File: src/rtl/noc_inject_queue_pkg.sv
`default_nettype none
// ============================================================================
//  Module   : noc_inject_queue_pkg
//  Purpose  : Shared NoC types for the tile injection path. This package holds
//             the tile identifier type, the broadcast destination marker and
//             the queued message layout {dst, data}.
//  Ports    : none (package)
//  Config   : NOC_INJECT_BCAST_EN (in noc_inject_queue) gives BCAST_ID its
//             broadcast meaning. Without it, BCAST_ID is an ordinary tile ID.
//  Revision : 1.0  initial release
// ============================================================================
package noc_inject_queue_pkg;

    // NoC payload width. Matches tile_noc DATA_WIDTH.
    localparam int NOC_DATA_WIDTH = 32;

    // Wide enough for up to 16 tiles.
    localparam int TILE_ID_WIDTH  = 4;

    typedef logic [TILE_ID_WIDTH-1:0] tile_id_t;

    // All-ones destination marks a broadcast when the feature is built in.
    localparam tile_id_t BCAST_ID = '1;

    typedef struct packed {
        tile_id_t                  dst;
        logic [NOC_DATA_WIDTH-1:0] data;
    } noc_msg_t;

endpackage : noc_inject_queue_pkg
`default_nettype wire

File: src/rtl/noc_inject_queue_if.sv
`default_nettype none
// ============================================================================
//  Module   : noc_inject_queue_if
//  Purpose  : Valid/ready message stream carrying a destination tile and a
//             payload. The same interface is used for the producer side and
//             for the NoC side of the injection queue.
//  Signals  : valid (master->slave), ready (slave->master),
//             dst   (tile_id_t destination / NoC port),
//             data  (DATA_WIDTH payload)
//  Modports : master drives valid/dst/data. slave drives ready.
//  Revision : 1.0  initial release
// ============================================================================
interface noc_inject_queue_if
    import noc_inject_queue_pkg::*;
#(
    parameter int DATA_WIDTH = NOC_DATA_WIDTH
) ();

    logic                  valid;
    logic                  ready;
    tile_id_t              dst;
    logic [DATA_WIDTH-1:0] data;

    modport master (
        output valid,
        output dst,
        output data,
        input  ready
    );

    modport slave (
        input  valid,
        input  dst,
        input  data,
        output ready
    );

endinterface : noc_inject_queue_if
`default_nettype wire

File: src/rtl/noc_inject_queue_msg_fifo.sv
`default_nettype none
// ============================================================================
//  Module   : noc_msg_fifo
//  Purpose  : Circular message store for noc_inject_queue. It holds the
//             pointers and the occupancy count. The caller never pushes when
//             the store is full and never pops when it is empty.
//  Ports    : clk, rstn       clock, synchronous active-low reset
//             push, push_msg  write push_msg at tail
//             pop             retire the entry at head
//             next_msg        entry one behind head; it becomes the new head
//                             after a pop
//             count           entries held, 0..DEPTH
//  Revision : 1.0  initial release
// ============================================================================
module noc_msg_fifo
    import noc_inject_queue_pkg::*;
#(
    parameter int DEPTH = 8
) (
    input  wire logic                     clk,
    input  wire logic                     rstn,
    input  wire logic                     push,
    input  wire noc_msg_t                 push_msg,
    input  wire logic                     pop,
    output noc_msg_t                      next_msg,
    output logic [$clog2(DEPTH):0]        count
);

    localparam int c_PTR_W = $clog2(DEPTH);
    localparam int c_CNT_W = c_PTR_W + 1;

    noc_msg_t              r_mem [DEPTH];
    logic [c_PTR_W-1:0]    r_wr_ptr;
    logic [c_PTR_W-1:0]    r_rd_ptr;
    logic [c_CNT_W-1:0]    r_count;
    logic [c_PTR_W-1:0]    w_rd_ptr_inc;

    // DEPTH is a power of two, so pointer wrap is natural rollover.
    assign w_rd_ptr_inc = r_rd_ptr + c_PTR_W'(1);
    assign next_msg     = r_mem[w_rd_ptr_inc];
    assign count        = r_count;

    // Storage is not reset. Resetting the pointers discards the contents.
    always_ff @(posedge clk) begin
        if (push) begin
            r_mem[r_wr_ptr] <= push_msg;
        end
    end

    always_ff @(posedge clk) begin
        if (!rstn) begin
            r_wr_ptr <= '0;
            r_rd_ptr <= '0;
            r_count  <= '0;
        end else begin
            if (push) begin
                r_wr_ptr <= r_wr_ptr + c_PTR_W'(1);
            end
            if (pop) begin
                r_rd_ptr <= w_rd_ptr_inc;
            end
            case ({push, pop})
                2'b10:   r_count <= r_count + c_CNT_W'(1);
                2'b01:   r_count <= r_count - c_CNT_W'(1);
                default: r_count <= r_count;
            endcase
        end
    end

endmodule : noc_msg_fifo
`default_nettype wire

File: src/rtl/noc_inject_queue.sv
`default_nettype none
// ============================================================================
//  Module   : noc_inject_queue
//  Purpose  : Per-tile injection buffer in front of one tile_noc slave port.
//             A DEPTH-entry FIFO decouples the producer from NoC backpressure.
//             A registered head presents a stable valid/ready stream.
//  Ports    : clk        clock
//             rstn       synchronous active-low reset
//             in_if      slave  : in_valid/in_ready/in_dst/in_data
//                        (in_ready is registered)
//             out_if     master : out_valid/out_ready/out_port/out_data
//                        (to s_wvalid/s_wready/s_port/s_wdata[SELF_ID])
//             occupancy  messages held, including the presented one
//  Config   : NOC_INJECT_BCAST_EN - a message addressed to BCAST_ID is sent
//             once to every tile except SELF_ID, with ports in ascending
//             order. Without the macro, BCAST_ID is forwarded as a single
//             message and the FSM only ever uses IDLE and SEND.
//  Revision : 1.0  initial release
// ============================================================================
module noc_inject_queue
    import noc_inject_queue_pkg::*;
#(
    parameter int DATA_WIDTH = NOC_DATA_WIDTH,
    parameter int DEPTH      = 8,
    parameter int N_TILES    = 16,
    parameter int SELF_ID    = 0
) (
    input  wire logic               clk,
    input  wire logic               rstn,
    noc_inject_queue_if.slave       in_if,
    noc_inject_queue_if.master      out_if,
    output logic [$clog2(DEPTH):0]  occupancy
);

    localparam int c_CNT_W = $clog2(DEPTH) + 1;
    localparam logic [c_CNT_W-1:0] c_DEPTH_CNT = c_CNT_W'(DEPTH);
    localparam logic [c_CNT_W-1:0] c_ONE_CNT   = c_CNT_W'(1);

`ifdef NOC_INJECT_BCAST_EN
    localparam bit c_BCAST_EN = 1'b1;
`else
    localparam bit c_BCAST_EN = 1'b0;
`endif

    localparam logic [1:0] c_IDLE  = 2'd0;
    localparam logic [1:0] c_SEND  = 2'd1;
    localparam logic [1:0] c_BCAST = 2'd2;

    // Broadcast port range. The skipped tile is SELF_ID. When SELF_ID is at
    // either end of the range, the first or last port moves inward.
    localparam tile_id_t c_SELF       = tile_id_t'(SELF_ID);
    localparam tile_id_t c_FIRST_PORT = tile_id_t'((SELF_ID == 0) ? 1 : 0);
    localparam tile_id_t c_LAST_PORT  =
        tile_id_t'((SELF_ID == N_TILES - 1) ? N_TILES - 2 : N_TILES - 1);

    logic [1:0]            r_state;
    tile_id_t              r_out_port;
    logic [DATA_WIDTH-1:0] r_out_data;
    logic                  r_in_ready;

    logic                  w_push;
    logic                  w_xfer;
    logic                  w_pop;
    logic [c_CNT_W-1:0]    w_count_nxt;
    noc_msg_t              w_in_msg;
    noc_msg_t              w_fifo_next;
    noc_msg_t              w_next_msg;
    noc_msg_t              w_load_msg;
    logic                  w_load;
    logic [1:0]            w_state_nxt;
    tile_id_t              w_port_nxt;
    logic [DATA_WIDTH-1:0] w_data_nxt;
    tile_id_t              w_port_inc;
    tile_id_t              w_port_step;

    assign w_in_msg.dst  = in_if.dst;
    assign w_in_msg.data = in_if.data;

    assign in_if.ready   = r_in_ready;
    assign out_if.valid  = (r_state != c_IDLE);
    assign out_if.dst    = r_out_port;
    assign out_if.data   = r_out_data;

    assign w_push = in_if.valid && r_in_ready;
    assign w_xfer = out_if.valid && out_if.ready;

    // A broadcast entry is retired only when its final copy transfers.
    assign w_pop  = w_xfer &&
                    ((r_state == c_SEND) ||
                     ((r_state == c_BCAST) && (r_out_port == c_LAST_PORT)));

    assign w_count_nxt = occupancy + c_CNT_W'(w_push) - c_CNT_W'(w_pop);

    // The head register stays one entry ahead of the FIFO read pointer.
    // When only the presented entry is left, the next head can only be a
    // message arriving at this same edge.
    assign w_next_msg = (occupancy > c_ONE_CNT) ? w_fifo_next : w_in_msg;

    assign w_port_inc  = r_out_port + tile_id_t'(1);
    assign w_port_step = (w_port_inc == c_SELF) ? (w_port_inc + tile_id_t'(1))
                                                : w_port_inc;

    noc_msg_fifo #(
        .DEPTH    (DEPTH)
    ) u_fifo (
        .clk      (clk),
        .rstn     (rstn),
        .push     (w_push),
        .push_msg (w_in_msg),
        .pop      (w_pop),
        .next_msg (w_fifo_next),
        .count    (occupancy)
    );

    always_comb begin
        w_state_nxt = r_state;
        w_port_nxt  = r_out_port;
        w_data_nxt  = r_out_data;
        w_load      = 1'b0;
        w_load_msg  = w_in_msg;

        case (r_state)
            c_IDLE: begin
                // An empty queue presents a new message right after the push
                // edge. The same edge also writes it into the FIFO.
                if (w_push) begin
                    w_load = 1'b1;
                end
            end
            c_SEND, c_BCAST: begin
                if (w_pop) begin
                    if (w_count_nxt != '0) begin
                        w_load     = 1'b1;
                        w_load_msg = w_next_msg;
                    end else begin
                        w_state_nxt = c_IDLE;
                    end
                end else if (w_xfer && (r_state == c_BCAST)) begin
                    w_port_nxt = w_port_step;
                end
            end
            default: begin
                w_state_nxt = c_IDLE;
            end
        endcase

        if (w_load) begin
            w_data_nxt = w_load_msg.data;
            if (c_BCAST_EN && (w_load_msg.dst == BCAST_ID)) begin
                w_state_nxt = c_BCAST;
                w_port_nxt  = c_FIRST_PORT;
            end else begin
                w_state_nxt = c_SEND;
                w_port_nxt  = w_load_msg.dst;
            end
        end
    end

    always_ff @(posedge clk) begin
        if (!rstn) begin
            r_state    <= c_IDLE;
            r_out_port <= '0;
            r_out_data <= '0;
            r_in_ready <= 1'b0;
        end else begin
            r_state    <= w_state_nxt;
            r_out_port <= w_port_nxt;
            r_out_data <= w_data_nxt;
            // in_ready is registered, so a pop at full opens the input only
            // on the following cycle.
            r_in_ready <= (w_count_nxt < c_DEPTH_CNT);
        end
    end

endmodule : noc_inject_queue
`default_nettype wire

File: src/flat_wrapper.sv
// flat-port wrapper written by rule: the top's interface ports become plain ports
module noc_inject_queue_flat import noc_inject_queue_pkg::*;
#(
    parameter int DATA_WIDTH = NOC_DATA_WIDTH,
    parameter int DEPTH      = 8,
    parameter int N_TILES    = 16,
    parameter int SELF_ID    = 0
)
  (clk, rstn, occupancy, in_if_valid, in_if_dst, in_if_data, in_if_ready, out_if_valid, out_if_dst, out_if_data, out_if_ready);
  noc_inject_queue_if #(.DATA_WIDTH(DATA_WIDTH)) in_if_i ();
  noc_inject_queue_if #(.DATA_WIDTH(DATA_WIDTH)) out_if_i ();
  input  wire logic clk;
  input  wire logic rstn;
  output logic [$clog2(DEPTH):0] occupancy;
  input wire logic [$bits(in_if_i.valid)-1:0] in_if_valid;
  input wire logic [$bits(in_if_i.dst)-1:0] in_if_dst;
  input wire logic [$bits(in_if_i.data)-1:0] in_if_data;
  output wire logic [$bits(in_if_i.ready)-1:0] in_if_ready;
  output wire logic [$bits(out_if_i.valid)-1:0] out_if_valid;
  output wire logic [$bits(out_if_i.dst)-1:0] out_if_dst;
  output wire logic [$bits(out_if_i.data)-1:0] out_if_data;
  input wire logic [$bits(out_if_i.ready)-1:0] out_if_ready;
  assign in_if_i.valid = in_if_valid;
  assign in_if_i.dst = in_if_dst;
  assign in_if_i.data = in_if_data;
  assign in_if_ready = in_if_i.ready;
  assign out_if_valid = out_if_i.valid;
  assign out_if_dst = out_if_i.dst;
  assign out_if_data = out_if_i.data;
  assign out_if_i.ready = out_if_ready;
  noc_inject_queue #(.DATA_WIDTH(DATA_WIDTH), .DEPTH(DEPTH), .N_TILES(N_TILES), .SELF_ID(SELF_ID)) u_core (.clk(clk), .rstn(rstn), .in_if(in_if_i), .out_if(out_if_i), .occupancy(occupancy));
endmodule
File: config.mk
export PLATFORM = sky130hd
export DESIGN_NAME = noc_inject_queue_flat
export DESIGN_NICKNAME = d
export VERILOG_FILES = /design/src/rtl/noc_inject_queue_pkg.sv /design/src/rtl/noc_inject_queue_if.sv /design/src/rtl/noc_inject_queue_msg_fifo.sv /design/src/rtl/noc_inject_queue.sv /design/src/flat_wrapper.sv
export SDC_FILE = /design/constraint.sdc
export NUM_CORES = 1
export LEC_CHECK = 0
export ABC_CLOCK_PERIOD_IN_PS = 15050
export BUFFER_PORTS_ARGS = -buffer_cell sky130_fd_sc_hd__buf_4
export CORE_UTILIZATION = 35
export CTS_CLUSTER_DIAMETER = 30
export DETAILED_ROUTE_END_ITERATION = 10
export PLACE_DENSITY = 0.61
export SETUP_SLACK_MARGIN = 0.05
export SKIP_CTS_REPAIR_TIMING = 1
export SLEW_MARGIN = 20
export SYNTH_ARGS = -nofsm -noshare
export SYNTH_HDL_FRONTEND = slang
export SYNTH_SLANG_ARGS = --single-unit
File: constraint.sdc
create_clock -name clk -period 15.05 [get_ports clk]
set_clock_uncertainty 0.05 [all_clocks]
set_input_delay 2.2575 -clock clk [delete_from_list [all_inputs] [get_ports clk]]
set_output_delay 2.2575 -clock clk [all_outputs]
set_load 0.01 [all_outputs]
==> impl_metrics.toml <==
[synthesis]
ys_types = 37
ys.flop_type = "edfxtp_1"
syn_area_um2 = 13100
avgSynthCellArea_um2 = 19.4
synth_edf_count = 288
syn_nets = 731
ys_seq_area_share_pct = 73.1
synth_seq_cells = 336
synthCells = 677
ys_warn_count = 0
async_flop_share_pct = 0

[detailed_routing]
drt_iter0_drc = 373
ant_nets = 0
wl_um = 28900
vias_per_cell = 4.99
num_vias = 6738
drcViolationCount = 0
avgRoutedWirePerCell_um = 21.4
firstDrtPassIters = 4

[timing]
fmax_mhz = 199
fin_crit_sh_pct = 33.4
fin_tns_setup_ps = 0
rsz0062_at_grt = "false"
worstMarginPinSlew_ps = 1080
relSlewSlack_pct = 27.9
setup_violations = 0
min_period_ps = 5030
hold_viol = 0
slew_violations = 0

[worst_setup_path]
r2r_start = "u_core.r_state[0]"
critPathArrivalTime_ps = 5410
path_max_fanout = 36
critPathKind = "in2reg"
required_ps = 15430
reg2regPathDepth = 13
end_kind = "flip-flop"
ff2ff_setup_slack_ps = 11480
reg2reg_to = "u_core.out_if.data[6]"
crit_path_start_kind = "input pin"

[cts]
clock_latency_ps = 580
cts_max_path_buffers = 3
cts_sinks = 336
clkTransAtPathRegs_ps = 40
cts_buffers = 76
cts_root_buffer = "clkbuf_16"
htreeDepth = 3
tritoncts = "built"

[outcome]
status = "completed"

[finish]
nets = 874
antenna_cells = 0
final_cell_mix = "edfxtp_1, buf_4, clkbuf_16, mux4_2, nand2_1"
drive_above_1_share_pct = 39.3
mostFrequentLayoutCell = "edfxtp_1"
n_fill_cell = 3144
areaGrowthSynthToFinish_pct = 29.3

[min_path]
min_to = "u_core.out_if.data[15]"
min_path_cells = 2
min_path_type = "reg2reg"
min_from = "u_core.out_if.data[15]"

[placement]
place_congestion = 0.713
io_buffer_count = 81
hpwlAfterDp_um = 14600

[global_route]
grt_max_degree = 61
grtUsageTotal_pct = 15.5
antenna_found_initial = 0
grt_pass1_vias = 7180
overflow = 0
grt_pass1_wl_um = 43700

[flow_run]
drv_cap = 0

[die]
chipHeight_um = 196
io_pins = 82
row_count = 70
coreArea_um2 = 36800
die_area_um2 = 38300
die_w_um = 196
initial_core_util_pct = 35.7

[power_and_ir_drop]
p_leak_nw = 5.67
power.density_nw_per_um2 = 177
total_power_mw = 3.01
vdd_ir_drop_max_mv = 0.126
[final cells by class]
cell class | count | area (um^2) | share of cell area [%]
flip-flops and latches | 336 | 9610 | 56.6
multi-input cells | 300 | 3430 | 20.2
clock buffers | 91 | 2010 | 11.8
repair buffers | 96 | 721 | 4.24
clock inverters | 50 | 593 | 3.49
well taps | 468 | 586 | 3.45
inverters | 10 | 37.5 | 0.221
[flip-flops by register name, indices dropped and copies added (netlist names)]
name,count
u_core.out_if.dst,4
u_core.in_if.ready,1
u_core.u_fifo.r_rd_ptr,3
u_core.u_fifo.r_mem,288
u_core.r_state,1
u_core.u_fifo.r_wr_ptr,3
u_core.u_fifo.count,4
u_core.out_if.data,32
[worst max-delay path by stage]
stage / startpoint / to / slack, ps / depth (start not counted)
final: out_if_ready / u_core.out_if.data[6] / 10020 / 14
after global routing: out_if_ready / u_core.out_if.data[12] / 9750 / 14
after CTS: out_if_ready / u_core.out_if.data[6] / 9980 / 14
after detailed placement: out_if_ready / u_core.out_if.data[5] / 9430 / 14
after global placement: out_if_ready / u_core.out_if.data[27] / 9500 / 14
after floorplan: in_if_valid / u_core.u_fifo.r_mem[0][0] / 8410 / 4
[report_power, final]
part	internal, mW	switching (mW)
Clock	1.13	0.517
Combinational	0.129	0.148
Sequential	1.06	0.0294
Total	2.32	0.694
[cells by family (layout without fill, tap and decap cells)]
group	count (synthesis)	after routing	synth area share [%]
xor+xnor	10	10	0.724
compound gates	51	51	2.26
buf+inv	41	247	1.63
mux	145	145	18.2
simple gates	80	80	2.64
flops	336	336	73.1
fa+ha+maj	14	14	1.39
[stage by stage]
| stage | cell area (um^2) | setup WS (ps) | util (%) | hold WS [ps] | cells |
|---|---|---|---|---|---|
| finish | 17000 | 10020 | 46.2 | 397 | 1351 |
| global route | 17000 | 9750 | 46.2 | 418 | 1351 |
| CTS | 17000 | 9980 | 46.2 | 402 | 1351 |
| detailed placement | 14400 | 9430 | 39.1 | 396 | 1210 |
| global placement | 14400 | 9500 | 39.1 | 391 | 1210 |
| floorplan | 13100 | 8410 | - | 390 | 677 |
[cell usage after synthesis (9+ instances only)]
master	number	share of area, %
o21ai_1	30	1.1
nor2_1	13	0.37
dfxtp_1	48	7.3
inv_1	9	0.26
clkbuf_1	12	0.34
buf_2	15	0.57
edfxtp_1	288	66
mux2_2	36	3.1
mux4_2	72	12
mux2i_1	37	2.8
o21ai_0	10	0.38
ha_1	13	1.2
nand2_1	50	1.4
[metal layers]
layer / share of wire [%] / global-route usage (%) / routed length (um)
met1: 44 / 20.0 / 12800
met3: 5.7 / 4.56 / 1640
met5: 0 / 0 / 0
met2: 48 / 24.8 / 13900
met4: 2.0 / 5.82 / 577
[critical path, stage by stage]
cell and delay (ps):
buf_4 110, nand2_1 130, clkinv_1 260, nand2_1 200, nand2_1 70, ha_1 200, inv_1 80, fa_1 420
and3b_1 190, o2111ai_1 200, and3b_2 260, buf_4 640, mux2i_1 300, o21ai_1 70
Note: power is estimated with default switching activity, not from simulation.
